File: config.mk
export PLATFORM = sky130hd
export DESIGN_NAME = mio_bus_n
export DESIGN_NICKNAME = d
export VERILOG_FILES = /design/src/rtl/mio_bus_n.sv
export SDC_FILE = /design/constraint.sdc
export NUM_CORES = 1
export LEC_CHECK = 0
export BUFFER_PORTS_ARGS = -buffer_cell sky130_fd_sc_hd__buf_2
export CORE_AREA = 2 2 120 122
export DETAILED_ROUTE_END_ITERATION = 8
export DIE_AREA = 0 0 122 124
export GPL_ROUTABILITY_DRIVEN = 1
export PLACE_DENSITY = 0.73
export SLEW_MARGIN = 20
export SYNTH_ARGS = -nofsm -noshare
export SYNTH_HDL_FRONTEND = slang
export SYNTH_SLANG_ARGS = --single-unit
export TNS_END_PERCENT = 50
File: constraint.sdc
create_clock -name clk -period 4.97 [get_ports clk]
set_input_delay 0 -clock clk [delete_from_list [all_inputs] [get_ports clk]]
set_output_delay 0 -clock clk [all_outputs]
set_load 0.005 [all_outputs]
File: src/rtl/mio_bus_n.sv
// mio_bus_n: memory-mapped I/O bus controller between the CPU data port and
// NSLV slave channels. A CPU request is latched, decoded on a select field
// of the address and forwarded to one slave as a strobe held until that
// slave acknowledges. Completion is reported with a one-cycle m_done pulse,
// and m_err flags a decode error (and, optionally, a wait-state timeout).
//
// Optional feature macro: MIO_BUS_TMO_EN
//   defined     - 8-bit wait counter; a slave that does not ack within TMO
//                 wait cycles terminates the access with an error
//   not defined - no counter; REQ waits for ack indefinitely, TMO unused
//
// Ports:
//   clk, rst          clock, synchronous active-high reset
//   m_addr, m_wdata   CPU address / write data
//   m_we, m_re        CPU write / read request (write wins if both high)
//   m_rdata           last completed read data
//   m_busy            transaction in progress, requests ignored
//   m_done, m_err     completion pulse and its error flag
//   s_addr, s_wdata   latched address / write data shared by all slaves
//   s_we, s_re        one-hot write / read strobes
//   s_rdata           packed slave read data, slave k at [k*DW +: DW]
//   s_ack             per-slave acknowledge
module mio_bus_n #(
    parameter int unsigned AW      = 32,
    parameter int unsigned DW      = 32,
    parameter int unsigned NSLV    = 4,
    parameter int unsigned SELW    = 2,
    parameter int unsigned SEL_LSB = 12,
    parameter int unsigned TMO     = 15
) (
    input  logic               clk,
    input  logic               rst,
    input  logic [AW-1:0]      m_addr,
    input  logic [DW-1:0]      m_wdata,
    input  logic               m_we,
    input  logic               m_re,
    output logic [DW-1:0]      m_rdata,
    output logic               m_busy,
    output logic               m_done,
    output logic               m_err,
    output logic [AW-1:0]      s_addr,
    output logic [DW-1:0]      s_wdata,
    output logic [NSLV-1:0]    s_we,
    output logic [NSLV-1:0]    s_re,
    input  logic [NSLV*DW-1:0] s_rdata,
    input  logic [NSLV-1:0]    s_ack
);

    localparam int unsigned CNT_W = 8;

    typedef enum logic [1:0] {
        ST_IDLE = 2'd0,
        ST_REQ  = 2'd1,
        ST_RESP = 2'd2
    } state_e;

    state_e            state_q, state_d;
    logic [AW-1:0]     addr_q, addr_d;
    logic [DW-1:0]     wdata_q, wdata_d;
    logic [DW-1:0]     rdata_q, rdata_d;
    logic              wr_q, wr_d;
    logic [SELW-1:0]   sel_q, sel_d;
    logic              busy_q, busy_d;
    logic              done_q, done_d;
    logic              err_q, err_d;
    logic [NSLV-1:0]   s_we_q, s_we_d;
    logic [NSLV-1:0]   s_re_q, s_re_d;
`ifdef MIO_BUS_TMO_EN
    logic [CNT_W-1:0]  cnt_q, cnt_d;
`else
    logic              unused_tmo;
    assign unused_tmo = ^CNT_W'(TMO);
`endif

    logic [SELW-1:0]   sel_in;
    logic              sel_in_ok;
    logic              ack_sel;
    logic [DW-1:0]     rdata_sel;

    // Decode of the incoming request's select field.
    assign sel_in    = m_addr[SEL_LSB +: SELW];
    assign sel_in_ok = (32'(sel_in) < NSLV);

    // Acknowledge and read data of the latched slave only; others are ignored.
    always_comb begin
        ack_sel   = 1'b0;
        rdata_sel = '0;
        for (int unsigned k = 0; k < NSLV; k++) begin
            if (sel_q == SELW'(k)) begin
                ack_sel   = s_ack[k];
                rdata_sel = s_rdata[k*DW +: DW];
            end
        end
    end

    // Next-state logic; outputs are then derived from the next state so they
    // come straight out of flops.
    always_comb begin
        state_d = state_q;
        addr_d  = addr_q;
        wdata_d = wdata_q;
        rdata_d = rdata_q;
        wr_d    = wr_q;
        sel_d   = sel_q;
        err_d   = 1'b0;
`ifdef MIO_BUS_TMO_EN
        cnt_d   = cnt_q;
`endif

        case (state_q)
            ST_IDLE: begin
                if (m_we || m_re) begin
                    addr_d  = m_addr;
                    wdata_d = m_wdata;
                    wr_d    = m_we;
                    sel_d   = sel_in;
`ifdef MIO_BUS_TMO_EN
                    cnt_d   = '0;
`endif
                    if (sel_in_ok) begin
                        state_d = ST_REQ;
                    end else begin
                        // Undecoded: report straight away, no slave touched.
                        state_d = ST_RESP;
                        err_d   = 1'b1;
                    end
                end
            end

            ST_REQ: begin
                // Ack is checked first so it wins over a coincident timeout.
                if (ack_sel) begin
                    if (!wr_q) begin
                        rdata_d = rdata_sel;
                    end
                    state_d = ST_RESP;
                end
`ifdef MIO_BUS_TMO_EN
                else if (cnt_q == CNT_W'(TMO)) begin
                    if (!wr_q) begin
                        rdata_d = '1;
                    end
                    state_d = ST_RESP;
                    err_d   = 1'b1;
                end else begin
                    cnt_d = cnt_q + CNT_W'(1);
                end
`endif
            end

            ST_RESP: begin
                state_d = ST_IDLE;
            end

            default: begin
                state_d = ST_IDLE;
            end
        endcase

        busy_d = (state_d != ST_IDLE);
        done_d = (state_d == ST_RESP);

        s_we_d = '0;
        s_re_d = '0;
        if (state_d == ST_REQ) begin
            for (int unsigned k = 0; k < NSLV; k++) begin
                if (sel_d == SELW'(k)) begin
                    s_we_d[k] = wr_d;
                    s_re_d[k] = ~wr_d;
                end
            end
        end
    end

    // State and output registers.
    always_ff @(posedge clk) begin
        if (rst) begin
            state_q <= ST_IDLE;
            addr_q  <= '0;
            wdata_q <= '0;
            rdata_q <= '0;
            wr_q    <= 1'b0;
            sel_q   <= '0;
            busy_q  <= 1'b0;
            done_q  <= 1'b0;
            err_q   <= 1'b0;
            s_we_q  <= '0;
            s_re_q  <= '0;
`ifdef MIO_BUS_TMO_EN
            cnt_q   <= '0;
`endif
        end else begin
            state_q <= state_d;
            addr_q  <= addr_d;
            wdata_q <= wdata_d;
            rdata_q <= rdata_d;
            wr_q    <= wr_d;
            sel_q   <= sel_d;
            busy_q  <= busy_d;
            done_q  <= done_d;
            err_q   <= err_d;
            s_we_q  <= s_we_d;
            s_re_q  <= s_re_d;
`ifdef MIO_BUS_TMO_EN
            cnt_q   <= cnt_d;
`endif
        end
    end

    assign m_rdata = rdata_q;
    assign m_busy  = busy_q;
    assign m_done  = done_q;
    assign m_err   = err_q;
    assign s_addr  = addr_q;
    assign s_wdata = wdata_q;
    assign s_we    = s_we_q;
    assign s_re    = s_re_q;

endmodule

# ---- Word level (Yosys, flattened, before mapping)
# Cells that the tools add are included.
# Widths: inputs -> output; s select.
dict set report op_classes {
  eq_ne 9
  muxes 15
  bitwise_logic 7
  reduce_logical 11
}
# cell n
set op_table {}
lappend op_table {{$mux 32} 4}
lappend op_table {{$reduce_or 3->1} 4}
lappend op_table {{$eq 2x2->1 const B} 5}
lappend op_table {{$eq 2x1->1 const B} 4}
lappend op_table {{$mux 2} 4}
lappend op_table {{$not 1->1} 7}
lappend op_table {{$logic_not 2->1} 3}
lappend op_table {{$mux 1} 6}
lappend op_table {{$pmux 2 s2} 1}
lappend op_table {{$reduce_and 3->1} 1}
lappend op_table {{$reduce_and 2->1} 1}
lappend op_table {{$reduce_bool 2->1} 1}
lappend op_table {{$logic_or 1x1->1} 1}
dict set report totals {
  reg_bits 111
  in_bits 200
}

# ---- Longest topological paths before layout
dict set report depth {
  ltp_word 10
  ltp_mapped 7
}

# ---- Worst setup path after synthesis
# Ideal clock, no wire load.
dict set report synth_path {
  path_type {flip-flop to flip-flop}
  start {register sel_q[0]}
  end {register rdata_q[0], in the netlist m_rdata[0]}
  setup_ns 0.132
  arrival_ns 1.533
  path_slack_ns 3.305
  stages_incl_launch_ff 8
  path_buffers 3
  path_cell_list {dfxtp_1 buf_6 mux4_2 and3b_1 buf_2 buf_6 nand2_1 a21oi_1}
}
dict set report synth_between {
  elab_chain_len 6
  word_cells_on_any_way 13
  classes_between {3 x eq/ne; 8 x mux; 2 x reduce/logical}
}
# element line_no
set synth_rtl {}
lappend synth_rtl {{from (decl)} 62} ;# logic [SELW-1:0] sel_q, sel_d;
lappend synth_rtl {{from (signal assigned)} 198} ;# sel_q <= sel_d;
lappend synth_rtl {{$logic_not 2->1} 89} ;# if (sel_q == SELW'(k)) begin
lappend synth_rtl {{$mux 1 (4 in a row)} 89}
lappend synth_rtl {{$reduce_and 3->1 (no source line)} --}
lappend synth_rtl {{to (signal assigned)} 196} ;# rdata_q <= rdata_d;
lappend synth_rtl {{to (decl)} 60} ;# logic [DW-1:0] rdata_q, rdata_d;
# Parallel ways exist; a longest one is shown, timed or not.
# A chain may end at the register's enable or synchronous reset.

# ---- Final worst setup path
dict set report layout_path {
  start {register sel_q[1]}
  end {register rdata_q[13], in the netlist m_rdata[13]}
}
# The elaborated chain is that of the path after synthesis.

==> results_dict.tcl <==
set metrics [dict create \
    wire_per_inst_um 15.6 \
    hold_class "in -> reg" \
    postRouteAntennaNets 0 \
    setup_slack_ns 2.89 \
    fmax_mhz 481 \
    rsz0062_at_grt "false" \
    drt-total-wl_um 16200 \
    clockBufferDepth 2 \
    die_w_um 122 \
    cap_viol_max_count 0 \
    crit_start "sel_q[1]" \
    startpoint_type "flip-flop" \
    setup_violations 0 \
    final_cell_mix "buf_2 (304), nand2_1 (194), dfxtp_1 (110)" \
    status "finished clean" \
    hold_buffers 64 \
    synth.distinct_cells 24 \
    syn_area_per_cell_um2 9.04 \
    min_from "s_rdata[86]" \
    critPathKind "reg -> reg" \
    post_dp_cell_area_um2 6180 \
    cp_max_fo 34 \
    dp_slack_ns 2.57 \
    dp.cells 955 \
    htreeDepth 3 \
    design.core.area_um2 13700 \
    core.rowCount 43 \
    drc 0 \
    p_leak_uw 0.00336 \
    final_net_count 1050 \
    area_growth_syn_to_layout_pct 56.1 \
    end_kind "flip-flop" \
    final_common_cell "buf_2" \
    grt_use_total 0.204 \
    die_height_um 124 \
    grt_pass1_wl_um 23600 \
    portBuffers 305 \
    setup-tns-final_ns 0 \
    fin_area_um2 7140 \
    power_density_nw_per_um2 311 \
    ys_seq_area_frac 0.486 \
    utilization 0.520 \
    initial_core_util 0.333 \
    place_congestion 0.848 \
    syn_inst 506 \
    dieArea_um2 15100 \
    yosys_warnings 0 \
    cts_buffers 9 \
    clkSinkCount 111 \
    synth-compound-area-share 0.115 \
    timing.rr.start "sel_q[1]" \
    fin_worst_skew_ns 0.00706 \
    netlist_area_um2 4570 \
    grt_overflow 0 \
    irDropWorstVdd_mv 0.167 \
    period_share 0.418 \
    drive_above_1_share 0.426 \
    ys_ff_latch 111 \
    via_per_inst 4.75 \
    grt_max_degree 68 \
    clkTransAtPathRegs_ns 0.08 \
    final_hold_viol_count 0 \
    cp.required_ns 5.24 \
    synth_xor_area_frac 0 \
    worst_pin_slew_ns 0.712 \
    report.final.slew_viol_count 0 \
    dr.first_iter.drc_count 273 \
    grt_pass1_vias 4700 \
    synthSimpleGateAreaFrac 0.191 \
    clock_latency_ns 0.35 \
    antenna_found_initial 3 \
    clock-root-buffer "clkbuf_16" \
    cts_tree "done" \
    synth_top_family_by_area "simple AND/OR/NAND/NOR gates" \
    ios 307 \
    critPathArrivalTime_ns 2.35 \
    vias 4927 \
    synthAdderAreaFrac 0 \
    synth_mux_area_frac 0.165 \
    postCtsSetupBuffers 0 \
    firstDrtPassIters 4 \
    post_cts_resized 0 \
    fin_crit_ns 2.08 \
    synth_fp_nets 706 \
    hpwl_um 11300 \
    max_slew_margin 0.523 \
    finalNonFillerCells 1037 \
]
[synthesized netlist by cell type]
cell type  count  share of area
dfxtp_1      111           0.49
o21a_1         1         0.0016
buf_2          8         0.0088
buf_1          3         0.0025
buf_6          4         0.0098
clkbuf_1      25          0.021
nand2b_1       1         0.0014
a21oi_1       98           0.11
a22oi_1        1         0.0016
nand3b_2       1         0.0025
and3b_1        5         0.0096
mux2i_1        1         0.0022
o21ai_1        1         0.0011
a21o_1         1         0.0016
nor4bb_1       1         0.0022
buf_4          1         0.0016
or3b_2         1         0.0019
and3_1         4         0.0055
conb_1         1        0.00082
nand2_1      194           0.16
nor2_1         7         0.0057
nor2b_1        2         0.0027
o22ai_1        1         0.0014
mux4_2        33           0.16
[cells by family (layout without fill, tap and decap cells)]
group / Yosys count / in the layout
compound gates: 103 / 103
other cells: 1 / 3
flops: 111 / 111
buf+inv: 41 / 390
mux: 34 / 34
simple gates: 216 / 216
[metal layers]
metal	GRT usage	wire, µm	part of all wire	vias to the layer above
met3	0.0769	1750	0.11	25
met4	0.0761	317	0.020	0
met2	0.336	7850	0.48	261
li1	-	-	-	2396
met5	0	0	0	-
met1	0.242	6290	0.39	2245
[sequential cells by signal, indices dropped and copies added (netlist names)]
register	flops
m_busy	1
m_done	1
m_rdata	32
s_addr	32
s_re	4
s_wdata	32
s_we	4
sel_q	2
state_q	2
wr_q	1
[worst max-delay path, cell delays in order (launching register included)]
cell and delay, ns:
dfxtp_1 0.31, buf_4 0.38, mux4_2 0.44, nand3b_2 0.56
nand2_1 0.11, a21oi_1 0.18
[power by group]
group	total, µW	internal [µW]	leakage (µW)	switching [µW]
Combinational	477	243	0.00230	234
Sequential	993	960	0.000911	33.0
Clock	748	420	0.000145	328
[final cells by class]
type                    count  area (µm²)
diodes                      2        5.00
clock inverters             4        53.8
well taps                 180         225
multi-input cells         354        2170
flip-flops and latches    111        2220
repair buffers            374        2210
fillers                  1253        6580
clock buffers              12         256
[metrics by stage]
step / total power, µW / hold WS (ns)
finish: 2220 / 0.112
global route: 2330 / 0.115
CTS: 2240 / 0.0996
detailed placement: 1450 / 0.245
global placement: 1440 / 0.240
floorplan: 1260 / 0.103
[path summary, 6_finish.rpt]
kind | to | slack, ns | cells past startpoint
worst max-delay path | m_rdata[13] | 2.89 | 5
worst min-delay path | m_rdata[22] | 0.11 | 4
worst max register to register | m_rdata[13] | 2.89 | 5
worst min register to register | s_wdata[10] | 0.45 | 2
No activity file was read; power rests on OpenSTA's default activity.
